## src/rtl/encoder_stage_scheduler.sv

```systemverilog
// Contracting-path sequencer: loads BN params, then starts each
// encoder stage in order, with a watchdog on every wait.
module encoder_stage_scheduler #(
  parameter int          NUM_STAGES = 4,
  parameter int          STAGE_W    = 3,
  parameter int unsigned TIMEOUT    = 32'h00FF_FFFF,
  parameter int          TO_W       = 24
) (
  input  logic                  clk,
  input  logic                  rst_n,
  input  logic                  run,
  input  logic                  abort,
  output logic [NUM_STAGES-1:0] stage_start,
  input  logic [NUM_STAGES-1:0] stage_done,
  output logic                  bn_load,
  output logic [STAGE_W-1:0]    bn_sel,
  input  logic                  bn_ack,
  output logic [STAGE_W-1:0]    cur_stage,
  output logic                  busy,
  output logic                  path_done,
  output logic                  error,
  output logic [STAGE_W-1:0]    err_stage
);

  localparam logic [TO_W-1:0] TO_LAST =
    TO_W'(TIMEOUT - 1);
  localparam logic [STAGE_W-1:0] LAST =
    STAGE_W'(NUM_STAGES - 1);

  typedef enum logic [2:0] {
    S_IDLE,
    S_LOAD_BN,
    S_WAIT_BN,
    S_START,
    S_RUN,
    S_NEXT,
    S_FINISH,
    S_ERROR
  } state_e;

  state_e                state_q, state_d;
  logic [STAGE_W-1:0]    cur_stage_q, cur_stage_d;
  logic [TO_W-1:0]       wd_q, wd_d;
  logic                  error_q, error_d;
  logic [STAGE_W-1:0]    err_stage_q, err_stage_d;
  logic [NUM_STAGES-1:0] stage_start_q, stage_start_d;
  logic                  bn_load_q, bn_load_d;
  logic [STAGE_W-1:0]    bn_sel_q, bn_sel_d;
  logic                  busy_q, busy_d;
  logic                  path_done_q, path_done_d;
  logic                  done_cur;

  always_comb begin
    done_cur = 1'b0;
    for (int i = 0; i < NUM_STAGES; i++)
      if (cur_stage_q == STAGE_W'(i))
        done_cur = stage_done[i];
  end

  always_comb begin
    state_d     = state_q;
    cur_stage_d = cur_stage_q;
    wd_d        = wd_q;
    error_d     = error_q;
    err_stage_d = err_stage_q;

    unique case (state_q)
      S_IDLE, S_ERROR: begin
        if (run) begin
          error_d     = 1'b0;
          err_stage_d = '0;
          cur_stage_d = '0;
          state_d     = S_LOAD_BN;
        end
      end
      S_LOAD_BN: begin
        wd_d    = '0;
        state_d = S_WAIT_BN;
      end
      S_WAIT_BN: begin
        if (bn_ack)
          state_d = S_START;
        else if (wd_q == TO_LAST)
          state_d = S_ERROR;
        else
          wd_d = wd_q + 1'b1;
      end
      S_START: begin
        wd_d    = '0;
        state_d = S_RUN;
      end
      S_RUN: begin
        if (done_cur)
          state_d = S_NEXT;
        else if (wd_q == TO_LAST)
          state_d = S_ERROR;
        else
          wd_d = wd_q + 1'b1;
      end
      S_NEXT: begin
        if (cur_stage_q == LAST) begin
          state_d = S_FINISH;
        end else begin
          cur_stage_d = cur_stage_q + 1'b1;
          state_d     = S_LOAD_BN;
        end
      end
      S_FINISH: state_d = S_IDLE;
      default:  state_d = S_IDLE;
    endcase

    if (state_d == S_ERROR && state_q != S_ERROR) begin
      error_d     = 1'b1;
      err_stage_d = cur_stage_q;
    end

    // abort overrides everything except the sticky error record
    if (abort) begin
      state_d     = S_IDLE;
      wd_d        = '0;
      cur_stage_d = cur_stage_q;
      error_d     = error_q;
      err_stage_d = err_stage_q;
    end
  end

  always_comb begin
    stage_start_d = '0;
    if (state_d == S_START)
      for (int i = 0; i < NUM_STAGES; i++)
        stage_start_d[i] = (cur_stage_d == STAGE_W'(i));
    bn_load_d   = (state_d == S_LOAD_BN);
    bn_sel_d    = bn_load_d ? cur_stage_d : bn_sel_q;
    busy_d      = (state_d != S_IDLE) &&
                  (state_d != S_ERROR);
    path_done_d = (state_d == S_FINISH);
  end

  always_ff @(posedge clk or negedge rst_n) begin
    if (!rst_n) begin
      state_q       <= S_IDLE;
      cur_stage_q   <= '0;
      wd_q          <= '0;
      error_q       <= 1'b0;
      err_stage_q   <= '0;
      stage_start_q <= '0;
      bn_load_q     <= 1'b0;
      bn_sel_q      <= '0;
      busy_q        <= 1'b0;
      path_done_q   <= 1'b0;
    end else begin
      state_q       <= state_d;
      cur_stage_q   <= cur_stage_d;
      wd_q          <= wd_d;
      error_q       <= error_d;
      err_stage_q   <= err_stage_d;
      stage_start_q <= stage_start_d;
      bn_load_q     <= bn_load_d;
      bn_sel_q      <= bn_sel_d;
      busy_q        <= busy_d;
      path_done_q   <= path_done_d;
    end
  end

  assign stage_start = stage_start_q;
  assign bn_load     = bn_load_q;
  assign bn_sel      = bn_sel_q;
  assign cur_stage   = cur_stage_q;
  assign busy        = busy_q;
  assign path_done   = path_done_q;
  assign error       = error_q;
  assign err_stage   = err_stage_q;

endmodule

```

## config.mk

```make
export PLATFORM = sky130hd
export DESIGN_NAME = encoder_stage_scheduler
export DESIGN_NICKNAME = d
export VERILOG_FILES = /design/src/rtl/encoder_stage_scheduler.sv
export SDC_FILE = /design/constraint.sdc
export NUM_CORES = 1
export LEC_CHECK = 0
export CORE_ASPECT_RATIO = 1.4
export CORE_MARGIN = 2
export CORE_UTILIZATION = 30
export CTS_CLUSTER_DIAMETER = 150
export DETAILED_ROUTE_END_ITERATION = 10
export PLACE_DENSITY_LB_ADDON = 0.25
export SLEW_MARGIN = 20
export SYNTH_ARGS = -nofsm -noshare
export SYNTH_HDL_FRONTEND = slang
export SYNTH_SLANG_ARGS = --single-unit
```

## constraint.sdc

```tcl
create_clock -name clk -period 3 [get_ports clk]
set_clock_uncertainty 0.15 [all_clocks]
set_input_delay 0.45 -clock clk [delete_from_list [all_inputs] [get_ports clk]]
set_output_delay 0.45 -clock clk [all_outputs]
set_load 0.005 [all_outputs]
```

==> run summary, run 1 <==
Simple-Gate Fraction of Synth Area: 0.2818
Max Transition Viols Final: 0
Die span in y: 110.5 um
Global route total overflow: 0
Initial DRC Count: 82
Layout cells sized above 1: 0.09609
Maximum fanout along the worst path: 8
Post-DR vias/cell: 5.157
Post-synth EDFFs: 0
IO Port Bufs: 25
Hold Slack: -0.02215 ns
Core ar.: 0.007797 mm2
Starting Density: 0.3115
Area of the mapped netlist: 0.002429 mm2
Yosys cell types: 47
Failing checks: negative hold slack
Max Freq: 0.3780 GHz
Peak VDD IR: 0.2158 mV
DRC viols: 0
Outcome: finished with violations
CTS buffer count: 5
Slowest cell on the critical path: a2111o_1
Largest net degree at the start of global routing: 45
CP Launch Type: flip-flop
Dominant synthesized flop cell: dfrtp_1
Worst-Skew Late Latency: 0.30 ns
Detailed Place HPWL: 3968 um
Total die area: 0.008841 mm2
Top delay family on crit path: compound AO/OA/AOI/OAI gates
Static Leak: 0.001247 uW
Xor/xnor share of the synthesized area: 0.03606
Sequential element share of the synthesized area: 0.4534
Worst Path Arrival: 2.68 ns
Std-Cell Rows: 38
Synth Area in Compound Gates: 0.1473
Ant. Diodes: 0
Root Buffer: clkbuf_8
CTS clock-pin slew for the worst setup and hold paths: 0.10 ns
Clk sink count: 44
Setup violators final: 0
Tot GR Track Use: 0.1302
CTS tree: done
Global placement routability congestion: 0.7958
DR vias: 1965
Die width: 80.04 um
Cells after Synth: 255
Worst-margin pin slew: 0.6566 ns
Syn Area/Cell: 9.524 um2
Hold_buf cts: 0
Initial antenna violation count: 0
Final worst-path cycle share: 0.8819
Hold Fails Final Rpt: 19
Pwr/cell area: 623.0 mW/mm2
Syn_nets: 270
Post-CTS setup buffers: 0
YS warnings: 0
Filler instances: 827
Mux cell area share after synthesis: 0.01752
Buf+Inv Stages, Crit Path: 1
Drt wl/cell: 14.31 um
Worst-path cell chain: inv_1, ha_1, nand3b_1, a2111o_1, and4_1, o21a_1, nand3b_1, mux2_1
Setup CP Type: reg2reg
Final nets: 295
Tot Pwr: 1807 uW
FFs w/ async S/R, synth: 1.000
Critical Path RT: 3.04 ns
Router iterations before antenna repair: 4
Post-layout minimum cycle time: 2.646 ns
H-tree levels: 2
Final wirelength: 5451 um
Sum of negative setup slack: 0 ns
Yosys reg bits: 44
Max Cap Viol: 0
Adder-cell area share of the yosys netlist: 0.03091
Post-DRT Antenna Nets: 0
Largest family of logic cells by synthesized area: simple AND/OR/NAND/NOR gates
Layout overhead on the synthesized area: 19.42%
RSZ-0062 raised after global routing: false
Vias in the first global route: 1890
Most used cell along the critical path: nand3b_1
Post-CTS sizing: 0
First-pass GRT wire length: 9135 um
Clock tree buffer depth: 2
Crit. End Element: flip-flop
Relative slew slack: 0.5586
HP Class: in2async
Top Ports: 26
CP max stage delay: 0.43 ns
layer usage:
layer  global-route usage  share of wire  up-vias
met5                    0              0        -
met4              0.03955          0.015        0
met3              0.02451          0.024        6
met2               0.2322           0.54       38
met1               0.1544           0.43      948
li1                     -              -      973
cells in the final DEF, fill, tap and decap left out, types with 4 or more instances in the layout:
| cell | instances |
|---|---|
| dfrtp_1 | 44 |
| clkdlybuf4s50_1 | 24 |
| a21oi_1 | 20 |
| o21ai_0 | 17 |
| nor2_1 | 16 |
| nand2_1 | 14 |
| nand4_1 | 13 |
| or3_1 | 11 |
| inv_1 | 9 |
| xor2_1 | 9 |
| nand3_1 | 8 |
| nand3b_1 | 6 |
| and3_1 | 6 |
| nand2b_1 | 6 |
| ha_1 | 6 |
| nor2b_1 | 5 |
| nor4_1 | 5 |
| clkbuf_8 | 5 |
| buf_4 | 5 |
| o21a_1 | 4 |
area by class of cell:
cell class / count / area (um2) / area share
Inverter: 9 / 33.78 / 0.01165
Tap cell: 100 / 125.1 / 0.04314
Clock inverter: 3 / 46.29 / 0.01596
Sequential cell: 44 / 1101 / 0.3796
Multi-Input combinational cell: 191 / 1247 / 0.4301
Clock buffer: 5 / 68.82 / 0.02373
Timing Repair Buffer: 29 / 277.8 / 0.09577
Yosys cell counts, types with 2 or more instances:
library cell,count,area (um2)
a21o_1,3,22.52
a21oi_1,20,100.1
a22o_1,2,17.52
a31oi_1,3,18.77
and2_1,2,12.51
and3_1,6,37.54
and3_2,2,15.01
and4_1,3,26.28
buf_2,4,20.02
clkbuf_1,7,26.28
dfrtp_1,44,1101
ha_1,6,75.07
inv_1,9,33.78
mux2i_1,2,20.02
nand2_1,14,52.55
nand2b_1,6,37.54
nand3_1,8,40.04
nand3b_1,6,45.04
nand4_1,13,81.33
nand4_2,2,25.02
nand4b_1,2,17.52
nor2_1,16,60.06
nor2b_1,5,31.28
nor3_1,3,15.01
nor3b_1,2,15.01
nor4_1,5,31.28
o21a_1,4,30.03
o21ai_0,17,85.08
o31ai_1,3,22.52
or3_1,11,68.82
xor2_1,9,78.83
where the power goes:
group / internal, uW / switching, uW / total, uW / leakage, uW
Clock: 251 / 228 / 479 / 0.0000548
Sequential: 660 / 84.0 / 744 / 0.000606
Combinational: 266 / 318 / 583 / 0.000586
Total: 1180 / 630 / 1810 / 0.00125
logic make-up after synthesis:
kind of cell	Yosys count
AOI/OAI and AO/OA	58
xor gates and xnor gates	10
adders and majority gates	6
buffers and inverters	20
DFF	44
muxes	4
and+or+nand+nor	113
worst paths after layout:
| kind | start | end | slack, ns | cells past startpoint |
|---|---|---|---|---|
| max in group asynchronous | rst_n | wd_q[8] | 2.32 | 1 |
| min in group clk | bn_sel[0] | bn_sel[0] | 0.33 | 1 |
| worst max register to register | cur_stage[1] | err_stage[2] | 0.35 | 8 |
| worst min register to register | bn_sel[0] | bn_sel[0] | 0.33 | 1 |
| worst max-delay path | cur_stage[1] | err_stage[2] | 0.35 | 8 |
| worst min-delay path | rst_n | bn_sel[2] | -0.02 | 1 |
registers in the layout, indices dropped and copies added, names as in the netlist:
signal	count
error	1
cur_stage	3
stage_start	4
bn_load	1
wd_q	24
path_done	1
busy	1
err_stage	3
bn_sel	3
state_q	3
stage by stage:
step                hold WS [ns]  setup WS [ns]  std cells  instance area, um2  utilization
detailed placement        0.3192         0.2125        373                2783       0.3569
floorplan               0.004409         0.5580        255                2429            -
global route             0.02398         0.1900        381                2900       0.3720
finish                  -0.02215         0.3543        381                2900       0.3720
global placement          0.3118         0.2508        373                2783       0.3569
CTS                       0.2016         0.3441        381                2898       0.3716
worst register-to-register path, stage by stage, from the launching register on:
cell,delay (ns)
dfrtp_1,0.42
inv_1,0.10
ha_1,0.20
nand3b_1,0.16
a2111o_1,0.43
and4_1,0.17
o21a_1,0.26
nand3b_1,0.29
mux2_1,0.36
No activity file was read; power rests on OpenSTA's default activity.
==> inputs of run 2 (changes only) <==
CORE_UTILIZATION = 25   (was 30)
==> run 2 against run 1 <==
  * The run still ends with negative hold slack left
  * Critical path type unchanged
  * Flip-flop and latch count did not move
  * Combinational power grew 2%
  * Register-to-register slack improved by 0.06 ns
  * Total power rose by 11%
==> run summary, run 2 (synthesis results as in run 1) <==
CP Launch Type: flip-flop
Final core occ: 0.3155
DP Area: 0.002810 mm2
Sum of negative setup slack: 0 ns
Tot GR Track Use: 0.1172
Post-layout minimum cycle time: 2.581 ns
Worst r2r src: state_q[1]
Pwr/cell area: 669.9 mW/mm2
CTS buffer count: 5
Failing checks: negative hold slack
Max reg flops: 24
Sw Ratio: 0.3286
Most frequent cells in the layout: dfrtp_1 (44), clkdlybuf4s50_1 (24), a21oi_1 (20)
Max Transition Viols Final: 0
Vias in the first global route: 1925
CTS clock-pin slew for the worst setup and hold paths: 0.07 ns
H-tree levels: 2
Ant. Diodes: 0
DRC viols: 0
Largest net degree at the start of global routing: 45
Starting Density: 0.2567
Commonest non-fill, non-tap cell in the layout: dfrtp_1
IO Port Bufs: 25
Final worst-path cycle share: 0.8605
Reg2reg setup slack: 0.42 ns
Setup CP Type: reg2reg
Outcome: finished with violations
Global route total overflow: 0
Peak VDD IR: 0.1974 mV
Static Leak: 0.001281 uW
Drt wl/cell: 14.48 um
Placed Cells: 385
Critical Path RT: 3.06 ns
Global placement routability congestion: 0.7326
Router iterations before antenna repair: 4
Post-DR vias/cell: 5.064
Post-CTS sizing: 0
Detailed Place HPWL: 4098 um
Design area: 0.002984 mm2
Worst Path Arrival: 2.64 ns
CTS tree: done
Die span in y: 120.6 um
Layout cells sized above 1: 0.1025
Final wirelength: 5692 um
Cell Int Power: 1342 uW
Most flops, register: wd_q
Hold_buf cts: 0
Worst-margin pin slew: 0.5749 ns
First-pass GRT wire length: 9487 um
RR Endpoint: wd_q[19]
Relative slew slack: 0.6167
Max Freq: 0.3874 GHz
Combinational share of power: 0.298
Crit. End Element: flip-flop
DR vias: 1990
HP Class: in2async
Clock share of power: 0.321
Post-DRT Antenna Nets: 0
Flop pwr share: 0.381
Hold Fails Final Rpt: 2
Initial antenna violation count: 0
Max Cap Viol: 0
Maximum fanout along the worst path: 17
Root Buffer: clkbuf_16
Total die area: 0.01053 mm2
Clk sink count: 44
Setup violators final: 0
Worst-Skew Late Latency: 0.29 ns
Hold Slack: -0.007220 ns
Initial DRC Count: 71
Post-CTS setup buffers: 0
RSZ-0062 raised after global routing: false
Final nets: 297
Core ar.: 0.009459 mm2
Worst reg-to-reg path cell count: 6
Layout overhead on the synthesized area: 22.87%
Psw: 656.9 uW
Std-Cell Rows: 42
Final cell count without fillers: 393
Die width: 87.30 um
Top Ports: 26
Clock tree buffer depth: 2
[run 2: how the worst max path moves through the flow]
stage                       from            to  slack [ns]
global placement          bn_ack      wd_q[19]        0.19
detailed placement        bn_ack      wd_q[19]        0.18
finish                state_q[1]      wd_q[19]        0.42
global route          state_q[1]      wd_q[19]        0.18
CTS                 cur_stage[1]  err_stage[2]        0.41
floorplan           cur_stage[1]  err_stage[2]        0.56
[run 2: power groups by stage]
stage / Clock (uW) / Combinational [uW] / Sequential [uW]
6_report: 642 / 596 / 762
3_5_place_dp: 0 / 602 / 772
3_3_place_gp: 0 / 606 / 773
2_1_floorplan: 0 / 420 / 716
4_1_cts: 652 / 606 / 760
5_1_grt: 682 / 672 / 774
[run 2: per-stage QoR]
| step | setup slack [ns] | total power (uW) |
|---|---|---|
| 2_1_floorplan | 0.5580 | 1136 |
| 3_3_place_gp | 0.1938 | 1379 |
| 5_1_grt | 0.1827 | 2128 |
| 4_1_cts | 0.4137 | 2019 |
| 6_report | 0.4186 | 1999 |
| 3_5_place_dp | 0.1835 | 1374 |
[run 2: area by class of cell]
| type | count | area, um2 |
|---|---|---|
| clock buffer | 5 | 125.1 |
| clock inverter | 3 | 46.29 |
| fill | 987 | 6475 |
| inverter | 9 | 33.78 |
| multi-input combinational | 191 | 1247 |
| sequential | 44 | 1101 |
| tap | 110 | 137.6 |
| timing repair buffer | 31 | 292.8 |
[run 2: worst max-delay path, cell delays in order (launching register included)]
cell      delay (ns)
dfrtp_1         0.65
nand2b_1        0.20
a21oi_1         0.26
a211o_1         0.26
nand4_1         0.37
or3_1           0.47
a21oi_1         0.14
[run 2: metal layers]
metal	part of all wire	track usage	vias up
li1	-	-	982
met1	0.41	0.1281	966
met2	0.53	0.2088	32
met3	0.031	0.02594	10
met4	0.023	0.05673	0
met5	0	0	-
==> inputs of run 3 (changes only) <==
CORE_MARGIN = unset   (was 2)
==> run 3 against run 2 <==
  * The flow still finishes with violations (negative hold slack)
  * Utilization grew 0.079 points
  * Cell count rose by 0.25%
  * Worst hold slack gained 0.0056 ns
  * Register-to-register slack hardly changed
  * Routed wire length shrank 1.5%
  * Highest routed layer unchanged
==> run summary, run 3 (synthesis results as in run 1) <==
Pwr/cell area: 668.7 mW/mm2
CTS buffer count: 5
Hold_buf cts: 0
Worst r2r src: cur_stage[1]
RSZ-0062 raised after global routing: false
Most used cell along the critical path: nand3b_1
RR Endpoint: err_stage[2]
Initial antenna violation count: 0
Max reg flops: 24
Layout overhead on the synthesized area: 23.18%
Setup CP Type: reg2reg
Worst-margin pin slew: 0.5772 ns
Worst-path cell chain: inv_1, ha_1, nand3b_1, a2111o_1, and4_1, o21a_1, nand3b_1, mux2_1
CP max stage delay: 0.42 ns
Post-CTS setup buffers: 0
Final worst-path setup slack: 0.4285 ns
Final cell count without fillers: 394
First-pass GRT wire length: 9584 um
Die span in y: 118.6 um
Crit. End Element: flip-flop
Commonest non-fill, non-tap cell in the layout: dfrtp_1
Starting Density: 0.2567
Maximum fanout along the worst path: 5
Reg2reg setup slack: 0.43 ns
Final nets: 298
Std-Cell Rows: 42
Top delay family on crit path: compound AO/OA/AOI/OAI gates
Total die area: 0.01012 mm2
Clock tree buffer depth: 2
Worst Path Arrival: 2.60 ns
Buf+Inv Stages, Crit Path: 1
Final wirelength: 5607 um
Drt wl/cell: 14.23 um
Initial DRC Count: 75
Placed Cells: 386
H-tree levels: 2
Critical path depth: 8
Clk sink count: 44
Final worst-path cycle share: 0.8572
Critical Path Source: cur_stage[1]
Die width: 85.30 um
Max Transition Viols Final: 0
Worst setup endpoint: err_stage[2]
Filler instances: 981
Global placement routability congestion: 0.7696
Vias in the first global route: 1951
Worst reg-to-reg path cell count: 8
Root Buffer: clkbuf_16
Hold Slack: -0.001586 ns
Slowest cell on the critical path: dfrtp_1
CP Launch Type: flip-flop
Max Freq: 0.3889 GHz
IO Port Bufs: 25
Post-DRT Antenna Nets: 0
Top Ports: 26
Worst-Skew Late Latency: 0.29 ns
Relative slew slack: 0.6152
Most frequent cells in the layout: dfrtp_1 (44), clkdlybuf4s50_1 (24), a21oi_1 (20)
Layout cells sized above 1: 0.1056
Peak VDD IR: 0.2235 mV
Outcome: finished with violations
Setup WS pre-CTS: 0.3047 ns
Core ar.: 0.009459 mm2
Static Leak: 0.001285 uW
HP Class: in2async
Ant. Diodes: 0
Post-layout minimum cycle time: 2.571 ns
Largest net degree at the start of global routing: 45
Router iterations before antenna repair: 4
Most flops, register: wd_q
Post-DR vias/cell: 4.967
DR vias: 1957
DRC viols: 0
Sum of negative setup slack: 0 ns
CTS clock-pin slew for the worst setup and hold paths: 0.07 ns
Global route total overflow: 0
Post-CTS sizing: 0
Critical Path RT: 3.03 ns
Hold Fails Final Rpt: 6
Failing checks: negative hold slack
Setup violators final: 0
Tot GR Track Use: 0.1224
CTS tree: done
Detailed Place HPWL: 4023 um
Max Cap Viol: 0
## run 3: worst min path at each step
stage                     startpoint         to  slack (ns)  depth (start not counted)
after detailed placement   bn_sel[0]  bn_sel[0]        0.33                          1
after floorplan                rst_n    bn_load       0.004                          0
after global placement     bn_sel[0]  bn_sel[0]        0.35                          1
after global routing           rst_n    wd_q[8]        0.05                          1
after CTS                      rst_n    wd_q[8]        0.22                          1
final                          rst_n   wd_q[11]      -0.002                          1
## run 3: cell type report
type,count,area (um2),area share
Multi-Input combinational cell,191,1247,0.4170
Sequential cell,44,1101,0.3680
Timing Repair Buffer,32,300.3,0.1004
Tap cell,110,137.6,0.04601
Clock buffer,5,125.1,0.04182
Clock inverter,3,46.29,0.01547
Inverter,9,33.78,0.01129
## run 3: where the power goes
part           internal, uW  switching, uW  leakage (uW)
Combinational           286            316      0.000598
Clock                   396            246     0.0000804
Sequential              661           95.4      0.000606
## run 3: per-layer routing
layer | track usage | vias to the layer above | part of all wire
met5 | 0 | - | 0
met4 | 0.06146 | 0 | 0.031
met3 | 0.02793 | 10 | 0.031
met2 | 0.2077 | 38 | 0.51
met1 | 0.1432 | 928 | 0.43
li1 | - | 981 | -
## run 3: stage by stage
step                      hold WS, ns  total power, uW  utilization  area, um2
final                       -0.001586             2001       0.3163       2992
after detailed placement       0.3316             1374       0.2979       2818
after CTS                      0.2242             2027       0.3160       2989
after global placement         0.3460             1378       0.2979       2818
after global routing          0.05361             2146       0.3163       2992
after floorplan              0.004409             1136            -       2429
